<file path="config.mk">
export PLATFORM = sky130hd
export DESIGN_NAME = frac_cen_gen
export DESIGN_NICKNAME = d
export VERILOG_FILES = /design/src/rtl/frac_cen_gen.sv
export SDC_FILE = /design/constraint.sdc
export NUM_CORES = 1
export LEC_CHECK = 0
export ABC_CLOCK_PERIOD_IN_PS = 5500
export CORE_MARGIN = 5
export CORE_UTILIZATION = 45
export CTS_BUF_LIST = sky130_fd_sc_hd__clkbuf_4 sky130_fd_sc_hd__clkbuf_8
export CTS_CLUSTER_SIZE = 25
export DETAILED_ROUTE_END_ITERATION = 8
export GPL_ROUTABILITY_DRIVEN = 0
export GPL_TIMING_DRIVEN = 0
export PLACE_DENSITY = 0.72
export SLEW_MARGIN = 20
export SYNTH_ARGS = -nofsm -noshare
export SYNTH_HDL_FRONTEND = slang
export SYNTH_SLANG_ARGS = --single-unit
export TNS_END_PERCENT = 50
</file>
<file path="constraint.sdc">
create_clock -name clk_sys -period 5.5 [get_ports clk_sys]
set_input_delay 1.375 -clock clk_sys [delete_from_list [all_inputs] [get_ports clk_sys]]
set_output_delay 1.375 -clock clk_sys [all_outputs]
set_load 0.01 [all_outputs]
</file>
<file path="src/rtl/frac_cen_gen.sv">
// Multi-channel fractional clock-enable generator: each channel pulses cen at an average rate of num/den.
// Define FRAC_CEN_DIV2_EN to add cen_half, which fires on every second cen pulse of a channel.
module frac_cen_gen #(
   parameter int CHANNELS = 2,
   parameter int ACC_W    = 16
) (
   input  logic                      clk_sys,
   input  logic                      reset,
   input  logic [CHANNELS-1:0]       enable,
   input  logic [CHANNELS*ACC_W-1:0] num,
   input  logic [CHANNELS*ACC_W-1:0] den,
   input  logic                      sync,
   output logic [CHANNELS-1:0]       cen,
   output logic [CHANNELS-1:0]       active
`ifdef FRAC_CEN_DIV2_EN
   ,
   output logic [CHANNELS-1:0]       cen_half
`endif
);

   genvar gi;
   generate
      for (gi = 0; gi < CHANNELS; gi++) begin : g_ch
         logic [ACC_W-1:0] num_k;
         logic [ACC_W-1:0] den_k;
         logic [ACC_W-1:0] acc_q;
         logic [ACC_W-1:0] acc_d;
         logic [ACC_W:0]   sum;
         logic [ACC_W:0]   diff;
         logic             cen_q;
         logic             cen_d;
         logic             act_q;
         logic             act_d;

         assign num_k = num[gi*ACC_W +: ACC_W];
         assign den_k = den[gi*ACC_W +: ACC_W];
         assign sum   = {1'b0, acc_q} + {1'b0, num_k};
         assign diff  = sum - {1'b0, den_k};

         always_comb begin
            acc_d = acc_q;
            cen_d = 1'b0;
            act_d = 1'b0;
            if (den_k == '0) begin
               acc_d = '0;
            end else if (!enable[gi]) begin
               acc_d = acc_q;
            end else if (num_k >= den_k) begin
               acc_d = '0;
               cen_d = 1'b1;
               act_d = 1'b1;
            end else begin
               act_d = 1'b1;
               if (sum >= {1'b0, den_k}) begin
                  cen_d = 1'b1;
                  // A den lowered mid-run can leave more than one period of excess; drop it.
                  acc_d = (diff >= {1'b0, den_k}) ? '0 : diff[ACC_W-1:0];
               end else begin
                  acc_d = sum[ACC_W-1:0];
               end
            end
            // sync overrides the phase and the pulse but leaves active to the ratio/enable rules
            if (sync) begin
               acc_d = '0;
               cen_d = 1'b0;
            end
         end

         always_ff @(posedge clk_sys or posedge reset) begin
            if (reset) begin
               acc_q <= '0;
               cen_q <= 1'b0;
               act_q <= 1'b0;
            end else begin
               acc_q <= acc_d;
               cen_q <= cen_d;
               act_q <= act_d;
            end
         end

         assign cen[gi]    = cen_q;
         assign active[gi] = act_q;

`ifdef FRAC_CEN_DIV2_EN
         logic tog_q;
         logic tog_d;
         logic half_q;
         logic half_d;

         always_comb begin
            tog_d  = tog_q ^ cen_d;
            half_d = cen_d & tog_q;
            if (sync || (den_k == '0)) begin
               tog_d  = 1'b0;
               half_d = 1'b0;
            end
         end

         always_ff @(posedge clk_sys or posedge reset) begin
            if (reset) begin
               tog_q  <= 1'b0;
               half_q <= 1'b0;
            end else begin
               tog_q  <= tog_d;
               half_q <= half_d;
            end
         end

         assign cen_half[gi] = half_q;
`endif
      end
   endgenerate

endmodule

</file>
==> results list, run 1 <==
- Status: finished with violations
- Violated checks: negative setup slack
- After synthesis, the mean cell area works out to 8.460 um2.
- Power per cell area: ~600 nW/um2
- Reg-to-reg critical path startpoint: g_ch[1].acc_q[0]
- At the pin with the least slew margin, the transition time is between 1000 and 1500 ps.
- Clock sink count: 36
- Estimated wirelength of the detail-placed design: 15050 um
- Summed over all layers, the global routing overflow is 0.
- After synthesis the netlist holds a flip-flop and latch count of 36.
* Die area: roughly 16000 um2
- After the last flow step, the layout net total stands at 1076.
* GRT Resource Usage Total: 24.82%
- After detailed routing, the number of remaining DRC violations is 0.
- Count of mapped cells out of synthesis: around 730
- Drt pass-1 iters: 5
* Remaining number of nets flagged by the antenna check after routing: 0
- Multiplexer fraction of the synthesized cell area: 0.2232%
- At the later pin of the worst-skew pair, clock insertion delay measures roughly 340 ps.
- Netlist area before placement: 6167 um2
- Critical path launch point type: primary input
- After synthesis, the largest family of logic cells by area is compound AO/OA/AOI/OAI gates.
- Via Count: 6471
- Unrepaired setup endpoints after global routing: yes
- The post-route netlist has 24.91% of its cells at a drive strength greater than 1.
* Area of the core: 13350 um2
- Drt total wl: 20710 um
- The synthesized netlist devotes between 20% and 30% of its cell area to adder and majority cells.
* Input/output buffers: 72
- Timing would allow up to 175.2 MHz.
- Summing all non-filler instances in the final layout gives an area of 8468 um2.
- Layout Skew: 13.81 ps
- The number of antenna diodes in the final layout is 0.
* Register clock-pin slew on the reported worst setup and hold paths: about 90 ps
- For this configuration, the core starts out at a cell density of 46.20%.
- Netlist cell types: 72
- Data required time at the worst endpoint: 5710 ps
- Of the available clock period, the critical path in the final layout requires 103.8%.
* Total number of placement rows: 42
- Clock tree synthesis inserted a total of 5 buffers.
- TritonCTS built the clock tree.
* Proportion of synthesized flip-flops having asynchronous set or reset: 100.0%
- After clock tree synthesis, the flow added hold-fix buffers numbering 0.
* Number of slew-limit violations in the final report: 0
- Summing the areas of all compound-gate instances in the mapped netlist gives 27.67% of the synthesized area.
- Category of the critical setup timing path: in2reg
* Number of antenna violations at the first check in global routing: 0
* Detailed-route vias per instance: just over 6
- VDD sags by at most roughly 240 uV.
* Number of enable flip-flop cells after synthesis: 0
- Max-cap viol count: 0
- Arrival @ worst endpoint: 5920 ps
* Wire length of the first global-routing pass: 32780 um
* Chip height: 127.1 um
- The die is ~130 um wide.
* Mean routed wirelength per cell: 19.71 um
- Most used flip-flop cell after synthesis: sky130_fd_sc_hd__dfrtp_1
- Headroom to the max-slew limit came out at ~32%.
- Counting along the longest clock path gives a buffer depth of 2.
* Clock period minus worst slack: approximately 5700 ps
* Classification of the worst-slack hold path: reg2reg
- After Yosys synthesis, XOR and XNOR cells account for approximately 7.5% of the synthesized area.
- Hold Startpoint: g_ch[0].acc_q[14]
- Entering global routing, the biggest net connects 31 pins.
* Starting DRT DRC Count: 439
- Sequential elements use about 15% of the synthesized area.
- The number of hold violations in the final report came to 0.
- Io pins: 73
- At the placement stage, the worst setup path has a slack of -1406 ps.
- The layout has 1116 filler cells.
* Final WS setup: -206.7 ps
- Compared with the post-synthesis result, the final layout area differs by 37.31%.
* Lkg Pwr: 3.997 nW
- CTS H-tree lvls: 2
- Post-Place Cell Area: ~7000 um2
- Total of endpoints with negative setup slack in the final report: 19
* Launching element of the worst setup path: num[16]
* Nature of the critical path endpoint: flip-flop
- Clk Tree Root Cell: sky130_fd_sc_hd__clkbuf_8
* Total of warnings raised by yosys: 0
- Simple-gate share of the synthesized area: 17.85%
- In this run the worst path has a maximum fanout of 5.
- Vias in the first global route: 6833
* Syn nets: 930
synthesized netlist by cell type (all sizes together) (15+ instances only):
cell / count / area [um2]
nand2: 31 / 116.4
dfrtp: 36 / 900.9
o21ai: 33 / 176.4
nor3: 15 / 80.08
nor2: 37 / 138.9
and2: 21 / 131.4
xor2: 16 / 140.1
a221o: 29 / 290.3
ha: 128 / 1602
xnor2: 37 / 324.1
and3: 17 / 106.4
a21o: 31 / 232.7
inv: 58 / 217.7
a21oi: 68 / 351.6
stage by stage:
stage	utilization, %	hold WS [ps]	std cells	power, mW	setup TNS (ps)
final	63.44	537.2	1051	5.059	-1897
after global routing	63.44	554.7	1051	5.410	-7575
after CTS	61.40	538.7	1038	4.551	-2489
after detailed placement	53.99	493.1	978	3.506	-41470
after global placement	53.84	474.4	977	3.372	-37550
after floorplan	-	460.0	729	2.804	-99.36
flip-flops by register name, summed over array words and instances (netlist names):
| register | flops |
|---|---|
| g_ch.cen_q | 2 |
| g_ch.acc_q | 32 |
| g_ch.act_q | 2 |
logic make-up after synthesis:
group,after synthesis
muxes,1
buffers and inverters,71
and+or+nand+nor,199
adders and majority gates,132
DFF,36
AOI/OAI and AO/OA,237
xor gates and xnor gates,53
layout by cell type, fill, tap and decap left out, types with 17 or more instances in the layout:
cell type	Yosys	final
sky130_fd_sc_hd__ha_1	128	98
sky130_fd_sc_hd__buf_4	5	63
sky130_fd_sc_hd__inv_1	58	53
sky130_fd_sc_hd__clkdlybuf4s50_1	0	52
sky130_fd_sc_hd__a21oi_1	67	47
sky130_fd_sc_hd__dfrtp_1	36	36
sky130_fd_sc_hd__nor2_1	37	32
sky130_fd_sc_hd__a21o_1	31	31
sky130_fd_sc_hd__nand2_1	31	30
sky130_fd_sc_hd__xnor2_1	37	30
sky130_fd_sc_hd__a221o_1	29	29
sky130_fd_sc_hd__ha_4	0	24
sky130_fd_sc_hd__and2_1	21	21
sky130_fd_sc_hd__o21ai_0	21	18
sky130_fd_sc_hd__a21oi_2	0	17
metal layers:
metal	vias to the layer above	part of all wire, %	track usage, %
met5	-	0	0
met4	0	3.9	9.842
met3	69	4.6	4.007
met2	244	50	44.12
met1	3119	42	29.88
li1	3039	-	-
what timing repair did:
| item | CTS | global route |
|---|---|---|
| setup buffers | 51 | 14 |
| setup endpoints to repair | 33 | 33 |
| pin swaps | 85 | 63 |
| resized for setup | 134 | 49 |
| gates cloned | 2 | 0 |
critical path: stages:
cell and delay (ps):
sky130_fd_sc_hd__buf_6 100, sky130_fd_sc_hd__ha_4 150, sky130_fd_sc_hd__inv_2 50, sky130_fd_sc_hd__fa_2 210, sky130_fd_sc_hd__nand2b_4 150, sky130_fd_sc_hd__a21oi_4 70
sky130_fd_sc_hd__o41a_4 400, sky130_fd_sc_hd__buf_4 150, sky130_fd_sc_hd__xor2_1 150, sky130_fd_sc_hd__ha_1 360, sky130_fd_sc_hd__and4_1 310, sky130_fd_sc_hd__a21oi_2 110
sky130_fd_sc_hd__nand2b_1 170, sky130_fd_sc_hd__a21oi_1 190, sky130_fd_sc_hd__xor2_1 130, sky130_fd_sc_hd__ha_1 360, sky130_fd_sc_hd__nand4_1 160, sky130_fd_sc_hd__a31oi_2 270
sky130_fd_sc_hd__a2111oi_4 90, sky130_fd_sc_hd__o21bai_2 210, sky130_fd_sc_hd__nor4_4 60, sky130_fd_sc_hd__buf_4 170, sky130_fd_sc_hd__buf_6 130, sky130_fd_sc_hd__a221o_1 360
final timing paths:
check                                     to  slack, ps  cells past startpoint
min reg2reg                g_ch[0].acc_q[14]        540                      1
max in group asynchronous      g_ch[1].cen_q       3790                      3
max reg2reg                 g_ch[1].acc_q[4]        470                     23
min                        g_ch[0].acc_q[14]        540                      1
min in group asynchronous   g_ch[1].acc_q[3]       1250                      2
max                         g_ch[1].acc_q[4]       -210                     24
where the power goes:
group / total (mW) / internal (mW) / switching [mW] / leakage [nW]
clock network: 0.222 / 0.0918 / 0.130 / 0.0445
logic: 4.42 / 2.14 / 2.29 / 3.46
registers: 0.415 / 0.342 / 0.0726 / 0.489
area by class of cell:
cell class                 count  area, um2  share of cell area, %
multi-input combinational    622       5734                  67.72
timing repair buffer         139       1227                  14.49
sequential                    36      900.9                  10.64
inverter                      59      221.5                  2.615
tap                          176      220.2                  2.600
buffer                        12      82.58                 0.9752
clock buffer                   6      76.32                 0.9013
clock inverter                 1      5.005                0.05910
Power figures use the tool's default switching activity.
==> inputs of run 2 (changes only) <==
- DONT_BUFFER_PORTS: not set -> 1
- PLACE_DENSITY: 0.72 -> 0.66
==> run 2 against run 1 <==
Compared with the run above:
- the run still ends with negative setup slack left
- flip-flop and latch count did not move
- largest cell class unchanged
- hold slack got worse by 16 ps
- sequential share of layout area rose by 1.6 points
- utilization fell by 8.4 points
- critical path depth rose by 5
- via count fell by 8.3%
- maximum frequency rose by 2.4%
- register-to-register slack improved by 80 ps
==> results list, run 2 (synthesized netlist as in run 1, its figures left out) <==
* Total of endpoints with negative setup slack in the final report: 1 (-18)
- Drt total wl: 18960 um (-8.4%)
- Worst vdd ir: 263.7 uV (+9.0%)
- Input/output buffers: 0 (-100%)
* Power per cell area: 625.8 nW/um2 (+4.7%)
- Finished Core Util: 55.09% (-8.4 points)
- The final critical-path required period was 5573 ps (-133.8 ps).
- The sum of buffers and inverters on the critical path came to 14 (+9).
- Placed cell count: 906 (-7.4%)
* Peak-usage layer in the global routing report: met2
- Number of nets in the finished design: 981 (-8.8%)
- Data required time at the worst endpoint: 5720 ps (about the same)
* Clock tree from TritonCTS: built
- The max-capacitance violation count is 0 (unchanged).
* Nature of the critical path endpoint: flip-flop
- In this run the worst hold path is classified as reg2reg.
- Post-route cell area: 7353 um2 (-13%)
- In this design, the largest share of critical-path delay is due to buffers and inverters.
- Chip height: 127.1 um (unchanged)
* Mean routed wirelength per cell: 19.82 um (+0.55%)
- Initial core utilization: 46.20% (unchanged)
- Switching power: 2.263 mW (-9.1%)
- The number of logic stages on the critical path including buffering is 29 (+21%).
- The flow ran to the end, but the final reports show violations.
- Number of antenna violations at the first check in global routing: 1 (+1)
* Headroom to the max-slew limit: 54.55% (+22 points)
* Total power: 4.602 mW (-9.0%)
- Depth of the worst hold-timing path: 1 (unchanged)
* Fraction of layout instances using a drive strength above 1: 19.46% (-5.5 points)
- Met1 usage: 28.89% (-0.99 points)
* Clk Tree Root Cell: sky130_fd_sc_hd__clkbuf_8
- The clock network fraction of total power was 5.2% (+0.8 points).
- Io pins: 73 (unchanged)
- The count of routing violations after the opening detailed-route iteration came to 366 (-17%).
- STA classifies the critical path startpoint as a primary input.
- Remaining global-route overflow: 0 (unchanged)
* Net switching share of the total power: 49.17% (about the same)
- Flip-flop count of the largest register after layout: 32 (unchanged)
- Unrepaired setup endpoints after global routing: yes
* Area growth, synth to finish: 19.23%
* Met2 layer usage reported by global route: 39.01% (-5.1 points)
- The die outline width is 127.1 um (unchanged).
- Comb pwr share: 86.2% (-1.2 points)
* Top achievable clock speed: 179.4 MHz (+2.4%)
- Remaining number of nets flagged by the antenna check after routing: 0 (unchanged)
- Largest net degree at the start of global routing: 20 (-35%)
- The level count of the clock H-tree came to 2 (unchanged).
- R2r worst-path depth: 29 (+26%)
- The worst-case setup slack after placement was -943.6 ps (+462.8 ps).
- Register clock-pin slew on the reported worst setup and hold paths: 90 ps (about the same)
- Largest registers ranked by flip-flop count: g_ch.acc_q (32), g_ch.act_q (2), g_ch.cen_q (2)
* Post-Place Cell Area: 6494 um2 (-9.9%)
- The slew of the pin with the lowest slew margin is 676.5 ps (-337.9 ps).
- The first-pass GRT wire length is 30240 um (-7.8%).
- Drt pass-1 iters: 5 (unchanged)
- The HPWL reported at the end of detailed placement is 14620 um (-2.9%).
* GRT Resource Usage Total: 23.06% (-1.8 points)
- Most frequent cells in the layout: 115 x sky130_fd_sc_hd__ha_1, 55 x sky130_fd_sc_hd__inv_1, 55 x sky130_fd_sc_hd__a21oi_1
- The number of vias per cell after detailed routing came to 6.197 (+0.66%).
- The most numerous cell type found on the critical path is sky130_fd_sc_hd__buf_4.
* Number of hold-slack violations in the final timing report: 0 (unchanged)
- Register with the most flip-flops: g_ch.acc_q
* Lkg Pwr: 3.574 nW (-11%)
* CP peak stage delay: 340 ps (-60 ps)
- Final WS setup: -72.93 ps (+133.8 ps)
* Internal cell power: 2.339 mW (-9.0%)
- The critical path is of the in2reg type.
- The count of unresolved DRC violations after routing was 0 (unchanged).
- The biggest fanout along the worst timing path was 4 (-1).
- The portion of total power attributed to sequential cells came to 8.6% (+0.4 points).
* Met3 demand-to-capacity share in global routing: 4.841% (+0.83 points)
- The diode insertion count for antenna repair is 0 (unchanged).
* Via Count: 5931 (-8.3%)
- The number of placement rows came to 42 (unchanged).
- The total number of clock tree sinks was 36 (unchanged).
* Arrival @ worst endpoint: 5790 ps (-130 ps)
* Non-filler cells in the finished layout: 957 (-8.9%)
* Area of the core: 13350 um2 (unchanged)
* Vias in the first global route: 6157 (-9.9%)
- The library cell used most frequently in the layout, excluding fill and tap cells, is sky130_fd_sc_hd__ha_1.
* Violated checks: negative setup slack
- Part of the cycle the worst path needs: 101.3% (-2.4 points)
- Layout Skew: 15.58 ps (+1.774 ps)
- The number of CTS-inserted buffers came to 5 (unchanged).
- The number of buffers inserted for hold repair after clock tree synthesis is 0 (unchanged).
* Max Root-Sink Buffers: 2 (unchanged)
- The die footprint came to 16150 um2 (unchanged).
* Critical-path cell with the highest stage delay: sky130_fd_sc_hd__fa_2
- Number of slew-limit violations in the final report: 0 (unchanged)
- The latest clock arrival within the worst-skew pair was 330 ps (about the same).
run 2: power by group through the flow:
| stage | logic [mW] | registers [mW] | clock network (mW) |
|---|---|---|---|
| 2_1_floorplan | 2.42 | 0.379 | 0 |
| 3_3_place_gp | 2.93 | 0.395 | 0 |
| 3_5_place_dp | 3.03 | 0.397 | 0 |
| 4_1_cts | 3.53 | 0.394 | 0.241 |
| 5_1_grt | 4.32 | 0.406 | 0.251 |
| 6_report | 3.97 | 0.396 | 0.238 |
run 2: final timing paths:
kind / startpoint / slack (ps) / endpoint
setup / recovery: num[0] / -70 / g_ch[0].acc_q[10]
hold / removal: g_ch[0].acc_q[3] / 520 / g_ch[0].acc_q[3]
setup reg to reg: g_ch[0].acc_q[0] / 550 / g_ch[0].acc_q[10]
hold reg to reg: g_ch[0].acc_q[3] / 520 / g_ch[0].acc_q[3]
max in group asynchronous: reset / 4050 / g_ch[1].act_q
min in group asynchronous: reset / 950 / g_ch[1].acc_q[3]
run 2: per-stage QoR:
| stage | hold slack [ps] | TNS, ps |
|---|---|---|
| floorplan | 460.0 | -99.36 |
| global placement | 476.1 | -22070 |
| detailed placement | 505.7 | -25550 |
| CTS | 529.8 | -397.4 |
| global route | 557.8 | -2710 |
| finish | 521.7 | -72.93 |
run 2: cell type report:
cell class	instances	area, um2
buffer	12	81.33
fill	1192	5995
sequential	36	900.9
inverter	59	221.5
timing repair buffer	44	370.4
clock buffer	8	97.59
tap	176	220.2
multi-input combinational	622	5461
run 2: what timing repair did:
action / in CTS / in global routing
setup endpoints to repair: 32 / 32
setup buffers: 30 / 11
resized for setup: 34 / 45
pin swaps: 36 / 60
cloned: 1 / 1
endpoints found under the hold margin: 0 / 0
run 2: per-layer routing:
| metal | vias up | wire length, um |
|---|---|---|
| met5 | - | 13 |
| li1 | 2861 | - |
| met2 | 167 | 8892 |
| met1 | 2853 | 8412 |
| met3 | 48 | 1024 |
| met4 | 2 | 619 |
